`src/rtl/bus_sel_pkg.sv`:
```
// Shared definitions for the bus source select encoder/decoder pair:
// code width, source count, named source codes and the decoder state enum.
package bus_sel_pkg;

    localparam int SEL_W   = 5;
    localparam int NUM_SRC = 24;

    localparam logic [SEL_W-1:0] SEL_R0     = 5'd0;
    localparam logic [SEL_W-1:0] SEL_R1     = 5'd1;
    localparam logic [SEL_W-1:0] SEL_R2     = 5'd2;
    localparam logic [SEL_W-1:0] SEL_R3     = 5'd3;
    localparam logic [SEL_W-1:0] SEL_R4     = 5'd4;
    localparam logic [SEL_W-1:0] SEL_R5     = 5'd5;
    localparam logic [SEL_W-1:0] SEL_R6     = 5'd6;
    localparam logic [SEL_W-1:0] SEL_R7     = 5'd7;
    localparam logic [SEL_W-1:0] SEL_R8     = 5'd8;
    localparam logic [SEL_W-1:0] SEL_R9     = 5'd9;
    localparam logic [SEL_W-1:0] SEL_R10    = 5'd10;
    localparam logic [SEL_W-1:0] SEL_R11    = 5'd11;
    localparam logic [SEL_W-1:0] SEL_R12    = 5'd12;
    localparam logic [SEL_W-1:0] SEL_R13    = 5'd13;
    localparam logic [SEL_W-1:0] SEL_R14    = 5'd14;
    localparam logic [SEL_W-1:0] SEL_R15    = 5'd15;
    localparam logic [SEL_W-1:0] SEL_HI     = 5'd16;
    localparam logic [SEL_W-1:0] SEL_LO     = 5'd17;
    localparam logic [SEL_W-1:0] SEL_PC     = 5'd18;
    localparam logic [SEL_W-1:0] SEL_MDR    = 5'd19;
    localparam logic [SEL_W-1:0] SEL_INPORT = 5'd20;
    localparam logic [SEL_W-1:0] SEL_ZHIGH  = 5'd21;
    localparam logic [SEL_W-1:0] SEL_ZLOW   = 5'd22;
    localparam logic [SEL_W-1:0] SEL_C      = 5'd23;

    typedef enum logic [1:0] {
        ST_IDLE  = 2'd0,
        ST_DRIVE = 2'd1,
        ST_TURN  = 2'd2
    } bus_sel_state_e;

endpackage

```
`src/rtl/bus_select_decoder_onehot_dec.sv`:
```
// Combinational code-to-one-hot decoder; codes at or above NUM_SRC decode to zero.
import bus_sel_pkg::*;

module onehot_dec #(
    parameter int NUM_SRC = bus_sel_pkg::NUM_SRC,
    parameter int SEL_W   = bus_sel_pkg::SEL_W
) (
    input  logic [SEL_W-1:0]   sel,
    output logic [NUM_SRC-1:0] onehot
);

    always_comb begin
        onehot = '0;
        for (int i = 0; i < NUM_SRC; i++) begin
            onehot[i] = (sel == SEL_W'(i));
        end
    end

endmodule

```
`src/rtl/bus_select_decoder.sv`:
```
// Turns accepted bus source codes into registered one-hot drive enables,
// with all-off turnaround cycles between different drivers and bad-code tracking.
//
// Handshake: a request transfers on a rising edge where sel_valid and sel_ready
// are both high; sel_ready depends only on state and is low exactly in TURN.
import bus_sel_pkg::*;

module bus_select_decoder #(
    parameter int NUM_SRC     = bus_sel_pkg::NUM_SRC,
    parameter int SEL_W       = bus_sel_pkg::SEL_W,
    parameter int TURN_CYCLES = 1
) (
    input  logic                 clock,
    input  logic                 clear,
    input  logic                 sel_valid,
    input  logic [SEL_W-1:0]     sel,
    output logic                 sel_ready,
    input  logic                 release_req,
    output logic [NUM_SRC-1:0]   drive_en,
    output logic                 bus_idle,
    output logic                 bad_sel,
    output logic [7:0]           bad_count,
    output bus_sel_state_e       dbg_state
);

    localparam int TC_W = (TURN_CYCLES > 1) ? $clog2(TURN_CYCLES) : 1;
    localparam logic [TC_W-1:0] TC_LOAD = TC_W'(TURN_CYCLES - 1);

    bus_sel_state_e      state;
    logic [SEL_W-1:0]    cur;
    logic [SEL_W-1:0]    pend;
    logic [NUM_SRC-1:0]  pend_oh;
    logic [TC_W-1:0]     tcnt;
    logic                cancel;

    logic [NUM_SRC-1:0]  sel_oh;
    logic                accept;
    logic                legal;

    onehot_dec #(
        .NUM_SRC (NUM_SRC),
        .SEL_W   (SEL_W)
    ) u_dec (
        .sel    (sel),
        .onehot (sel_oh)
    );

    assign sel_ready = (state != ST_TURN);
    assign accept    = sel_valid & sel_ready;
    assign legal     = ({1'b0, sel} < (SEL_W+1)'(NUM_SRC));
    assign dbg_state = state;

    always_ff @(posedge clock) begin
        if (clear) begin
            state     <= ST_IDLE;
            cur       <= '0;
            pend      <= '0;
            pend_oh   <= '0;
            tcnt      <= '0;
            cancel    <= 1'b0;
            drive_en  <= '0;
            bus_idle  <= 1'b1;
            bad_sel   <= 1'b0;
            bad_count <= '0;
        end else begin
            if (accept && !legal) begin
                bad_sel <= 1'b1;
                if (bad_count != 8'hFF) bad_count <= bad_count + 8'd1;
            end

            case (state)
                ST_IDLE: begin
                    if (accept && legal) begin
                        cur      <= sel;
                        drive_en <= sel_oh;
                        bus_idle <= 1'b0;
                        state    <= ST_DRIVE;
                    end
                end
                ST_DRIVE: begin
                    // Any accept, even an illegal one, overrides release.
                    if (accept) begin
                        if (legal && (sel != cur)) begin
                            pend     <= sel;
                            pend_oh  <= sel_oh;
                            tcnt     <= TC_LOAD;
                            cancel   <= 1'b0;
                            drive_en <= '0;
                            bus_idle <= 1'b1;
                            state    <= ST_TURN;
                        end
                    end else if (release_req) begin
                        drive_en <= '0;
                        bus_idle <= 1'b1;
                        state    <= ST_IDLE;
                    end
                end
                ST_TURN: begin
                    if (tcnt == '0) begin
                        if (cancel || release_req) begin
                            state <= ST_IDLE;
                        end else begin
                            cur      <= pend;
                            drive_en <= pend_oh;
                            bus_idle <= 1'b0;
                            state    <= ST_DRIVE;
                        end
                    end else begin
                        tcnt <= tcnt - 1'b1;
                        if (release_req) cancel <= 1'b1;
                    end
                end
                default: begin
                    drive_en <= '0;
                    bus_idle <= 1'b1;
                    state    <= ST_IDLE;
                end
            endcase
        end
    end

endmodule

```
`config.mk`:
```
export PLATFORM = sky130hd
export DESIGN_NAME = bus_select_decoder
export DESIGN_NICKNAME = d
export VERILOG_FILES = /design/src/rtl/bus_sel_pkg.sv /design/src/rtl/bus_select_decoder_onehot_dec.sv /design/src/rtl/bus_select_decoder.sv
export SDC_FILE = /design/constraint.sdc
export NUM_CORES = 1
export LEC_CHECK = 0
export ABC_AREA = 1
export ABC_CLOCK_PERIOD_IN_PS = 2400
export CAP_MARGIN = 40
export CORE_ASPECT_RATIO = 0.5
export CORE_MARGIN = 2
export CORE_UTILIZATION = 40
export CTS_CLUSTER_DIAMETER = 50
export DETAILED_ROUTE_END_ITERATION = 10
export PLACE_DENSITY_LB_ADDON = 0.25
export SETUP_SLACK_MARGIN = 0.1
export SYNTH_ARGS = -nofsm -noshare
export SYNTH_HDL_FRONTEND = slang
export SYNTH_SLANG_ARGS = --single-unit
```
`constraint.sdc`:
```
create_clock -name clock -period 2.4 [get_ports clock]
set_clock_uncertainty 0.2 [all_clocks]
set_input_delay 0.48 -clock clock [delete_from_list [all_inputs] [get_ports clock]]
set_output_delay 0.48 -clock clock [all_outputs]
set_load 0.1 [all_outputs]
```
# Yosys cells after proc, flatten, opt, wreduce, memory -nomap -nowiden
# Index checks and enable logic that the tools add are counted.
dict set report totals {
  ff_bits 72
  word_cells 98
  input_bits 9
}
dict set report classes {
  n_eq_ne 37
  bitwise_logic 1
  magnitude_cmp 1
  n_addsub 2
  reduce_logical 16
  n_mux 31
}
# operator count
set op_table {}
lappend op_table {{$mux 24} 6}
lappend op_table {{$pmux 24 s3} 1}
lappend op_table {{$eq 5x4->1 const B} 8}
lappend op_table {{$eq 5x5->1 const B} 8}
lappend op_table {{$eq 5x3->1 const B} 4}
lappend op_table {{$ne 2x2->1 const B} 8}
lappend op_table {{$mux 5} 3}
lappend op_table {{$mux 1} 11}
lappend op_table {{$eq 5x2->1 const B} 2}
lappend op_table {{$mux 2} 5}
lappend op_table {{$pmux 5 s2} 1}
lappend op_table {{$reduce_and 5->1} 2}
lappend op_table {{$add 8x1->8 const B} 1}
lappend op_table {{$ne 8x8->1 const B} 1}
lappend op_table {{$reduce_and 4->1} 2}
lappend op_table {{$ne 3x3->1 const B} 2}
lappend op_table {{$pmux 2 s3} 1}
lappend op_table {{$reduce_and 3->1} 2}
lappend op_table {{$eq 5x1->1 const B} 1}
lappend op_table {{$logic_not 5->1} 1}
lappend op_table {{$lt 5x5->1 const B} 1}
lappend op_table {{$ne 5x5->1} 1}
lappend op_table {{$pmux 1 s2} 2}
lappend op_table {{$reduce_bool 2->1} 2}
lappend op_table {{10 further kinds} 12}

# Longest topological paths before layout
dict set report logic_depth {
  depth_word 5
  ltp_mapped 13
  mapped_depth_nobuf 11
}

# Modules after synthesis
# From an unflattened synthesis, not the netlist that was laid out.
dict set report unflattened {
  hier_cells 574
  area_unflattened_um2 3684.8
}
# mod instances seq_area_each_um2 area_each_um2 cells_each
set modules_own_cells {}
lappend modules_own_cells {bus_select_decoder 1 1421.4 3513.4 530}
lappend modules_own_cells {onehot_dec 1 0.0 171.4 44}

# Worst setup path before layout
# OpenSTA, ideal clock, no wires.
dict set report synth_path {
  path_kind {reg2reg}
  start {register state[0] (netlist: dbg_state[0])}
  end {register drive_en[11]}
  slack_ns -0.145
  setup_time_ns 0.110
  period_less_slack_ns 2.545
  arrival_ns 2.235
  n_path_buf 1
  path_stages_with_launch 9
  path_cell_list {dfxtp_1 nor2_1 clkinv_1 buf_2 o22ai_1 inv_1 nand4_1 nand2_1 nor2_1}
}
dict set report synth_via {
  elab_chain_len 5
}
# element line_no
set synth_lines {}
lappend synth_lines {{start, declared} bus_select_decoder.sv:29} ;# bus_sel_state_e state;
lappend synth_lines {{start signal, assigned} bus_select_decoder.sv:55} ;# state <= ST_IDLE;
lappend synth_lines {{start signal, assigned} bus_select_decoder.sv:77} ;# state <= ST_DRIVE;
lappend synth_lines {{start signal, assigned} bus_select_decoder.sv:90} ;# state <= ST_TURN;
lappend synth_lines {{$ne 2x2->1 (*)} bus_select_decoder.sv:48} ;# assign sel_ready = (state != ST_TURN);
lappend synth_lines {{via sel_ready} bus_select_decoder.sv:17} ;# output logic sel_ready,
lappend synth_lines {{$and 1x1->1 (*)} bus_select_decoder.sv:49} ;# assign accept = sel_valid & sel_ready;
lappend synth_lines {{$logic_and 1x1->1} bus_select_decoder.sv:73} ;# if (accept && legal) begin
lappend synth_lines {{$ne 2x2->1 (no line)} -}
lappend synth_lines {{$reduce_and 5->1 (no line)} -}
lappend synth_lines {{end signal, assigned} bus_select_decoder.sv:75} ;# drive_en <= sel_oh;
lappend synth_lines {{end signal, assigned} bus_select_decoder.sv:104} ;# drive_en <= pend_oh;
lappend synth_lines {{end, declared} bus_select_decoder.sv:19} ;# output logic [NUM_SRC-1:0] drive_en,
# Mark *: on every way through the listed nets, which the timed path passes. The rest lies on a longest branch.
# A chain may end at the register's enable or synchronous reset.

# Final worst setup path
dict set report layout_path {
  start {register state[1] (netlist: dbg_state[1])}
  end {output port sel_ready}
}
dict set report layout_via {
  elab_chain_len 1
}
# element line_no
set layout_lines {}
lappend layout_lines {{$ne 2x2->1} bus_select_decoder.sv:48}
lappend layout_lines {{end, declared} bus_select_decoder.sv:17}
# No other way between the ends.

==> results.md <==
* Fin crit share at 89.8%
* Vias per std cell at 4.68
* Critical Path Fanout Max at 6
* Die width at 140 microns
* CTS tree: yes
* GP Congestion at ~0.8
* Initial Util at 41.7%
* Layout overhead on the synthesized area at 26.3%
* Crit path from: dbg_state[1]$_SDFFE_PP0P_
* Slowest cell on crit path: dfxtp_2
* Pleak at between 2 and 2.5 nW
* Number of global-route vias before repair at 2989
* Mapped cell area at ~3700 sq um
* Setup ws final at 0.244 ns
* Final hold vios at 0
* Post-DP HPWL at 6.09 mm
* Min cycle time layout at 2.16 ns
* R2R depth at 6
* Router iterations before antenna repair at 5
* Worst Path Required at 1.72 ns
* Root Driver: clkbuf_16
* Sequential share of the synthesized area at 38.6%
* Highest Signal Layer: met4
* Port bufs at 45
* Yosys Warn Count at 0
* Drt drc at 0
* Antenna-violating nets left at 0
* EDFF count, synth at 0
* Drt total wl at ~8.7 mm
* Pwr dens at 793 nW/um^2
* Core ar. at 8830 sq um
* Worst Tran Pin Value at around 0.48 ns
* Crit path to: sel_ready
* Synthesized instance count at 546
* # rows at 24
* Gr usage total at 18.4%
* RSZ-0062 raised after global routing: no
* IO Pins at 46
* Worst r2r dst: cur[4]$_SDFFE_PP0P_
* Worst Hold Class: reg2reg
* Syn avg cell area at a little under 7 sq um
* M1 WL at 4.77 mm
* Syn_nets at 556
* Routed wl met3 at 500 microns
* Nets@finish at 616
* Initial antenna violation count at 0
* Sink Count at 71
* Seq cells post-synth at just over 70
* Distinct cells, synth at 35
* Crit Path Class: reg2out
* Post-synth ARST share at 0%
* Max-Slew Margin vs Limit at between 60% and 70%
* Final setup TNS at 0 ns
* CP arrival at 1.48 ns
* Largest net degree at the start of global routing at 55
* Slew Viols, Final at 0
* Clk slew on worst S/H paths at 0.05 ns
* Outcome: completed
* Via count at 3399
* # fillers at 900
* CTS Hold Bufs at 0
* DR iter-0 viols at 192
* First-pass GRT wire length at 14.7 mm
* Max-cap violation count at 0
* Die area at 10000 sq um
* Setup crit start kind: flop
* Met2 wire length at 3.29 mm
* Ant. Diodes at 0
* TritonCTS buffer count at 9
* Crit-path max cell delay at about 0.38 ns
* Commonest non-fill, non-tap cell in the layout: inv_1
* Post-layout util at 52.7%
* Critical Path End Type: output pin
* Max rail drop VDD at 0.000515 V
* Reg-to-reg setup timing slack at 0.46 ns
* Skew-Pair Late Insertion Delay at ~0.34 ns
* Fraction of final layout cells with drive strength greater than 1 at 21.0%
* Clock Tree Buf Depth at 2
* Gr ovfl total at 0
* RR Startpoint: dbg_state[1]$_SDFFE_PP0P_
* Pwr Total at 3.69 mW
* Cell breakdown of the critical path: inv_2, nor2_2, clkinv_1, buf_4, buf_12
* Setup-failing EPs final at 0
* H-tree depth at 3
* Commonest register cell after synthesis: dfxtp_1
* Post-CTS Setup Bufs at 0
* Placement Setup Slack at -0.122 ns
* Die height at 71.9 microns
* Highest-count cells in the layout ignoring fill and taps: 99 x inv_1, 94 x nand2_1, 67 x dfxtp_1, 64 x buf_4, 56 x nor2_1
* DR WL/cell at 11.9 microns
* Highest Clock Rate at 464 MHz
## routing by layer
layer	up-vias	track usage (%)
met4	0	5.67
met5	-	0
met3	8	6.42
met2	64	24.5
met1	1479	27.6
li1	1848	-
## cell usage after synthesis, drive strengths merged, types with 11 or more instances
cell | count | area [sq um]
buf | 16 | 120
nand3 | 14 | 100
nor2 | 60 | 238
o22ai | 11 | 68.8
nand4 | 32 | 200
clkbuf | 13 | 48.8
a22oi | 13 | 97.6
o21ai | 31 | 155
a21oi | 34 | 170
dfxtp | 71 | 1420
nand2 | 110 | 463
inv | 114 | 428
## kinds of logic (layout without fill, tap and decap cells)
group | Yosys count | count (layout) | share of synthesized area [%]
flip-flops | 71 | 71 | 38.6
adder cells (fa/ha/maj) | 1 | 1 | 0.340
XOR/XNOR | 3 | 3 | 0.713
AND/OR/NAND/NOR | 224 | 225 | 28.8
AO/OA/AOI/OAI | 95 | 95 | 14.4
buffers and inverters | 152 | 215 | 17.1
## report_power, final
part	switching [mW]	internal (mW)	total, mW
Combinational	0.727	0.268	0.995
Clock	0.491	0.885	1.38
Sequential	0.0468	1.27	1.32
Total	1.27	2.42	3.69
## registers in the layout, indices dropped and copies added, names as in the netlist
signal	cells
pend	5
drive_en	24
bad_count	8
cancel	1
bus_idle	1
pend_oh	24
bad_sel	1
cur	5
dbg_state	2
## worst max-delay path, delay by kind of cell (launching register included)
kind	cells	cell delay (ns)
buffers and inverters	4	0.53
DFF	1	0.38
and+or+nand+nor	1	0.22
## through the flow
| stage | hold WS, ns | cells | area, sq um |
|---|---|---|---|
| 2_1_floorplan | 0.224 | 546 | 3690 |
| 3_3_place_gp | 0.231 | 711 | 4330 |
| 3_5_place_dp | 0.235 | 711 | 4330 |
| 4_1_cts | 0.244 | 726 | 4640 |
| 5_1_grt | 0.261 | 727 | 4650 |
| 6_report | 0.240 | 727 | 4650 |
## how the worst min path moves through the flow
stage	startpoint	endpoint	slack [ns]	depth (start not counted)
floorplan	pend_oh[0]$_SDFFE_PP0P_	pend_oh[0]$_SDFFE_PP0P_	0.22	2
global placement	pend_oh[0]$_SDFFE_PP0P_	pend_oh[0]$_SDFFE_PP0P_	0.23	2
detailed placement	pend_oh[12]$_SDFFE_PP0P_	pend_oh[12]$_SDFFE_PP0P_	0.23	2
CTS	pend[2]$_SDFFE_PP0P_	pend[2]$_SDFFE_PP0P_	0.24	2
global route	pend[0]$_SDFFE_PP0P_	pend[0]$_SDFFE_PP0P_	0.26	2
finish	pend[0]$_SDFFE_PP0P_	pend[0]$_SDFFE_PP0P_	0.24	2
## final cells by class
cell class	count	area (sq um)	share of cell area, %
Clock buffer	13	270	5.81
Tap cell	117	146	3.15
Clock inverter	2	38.8	0.834
Timing Repair Buffer	77	663	14.3
Sequential cell	71	1430	30.7
Multi-Input combinational cell	324	1640	35.4
Inverter	123	462	9.93
## what timing repair did
item | in CTS | in global routing
gates cloned | 0 | 1
endpoints found under the setup margin | 1 | 13
resized for setup | 1 | 1
pin swaps | 0 | 0
Power figures use the tool's default switching activity.
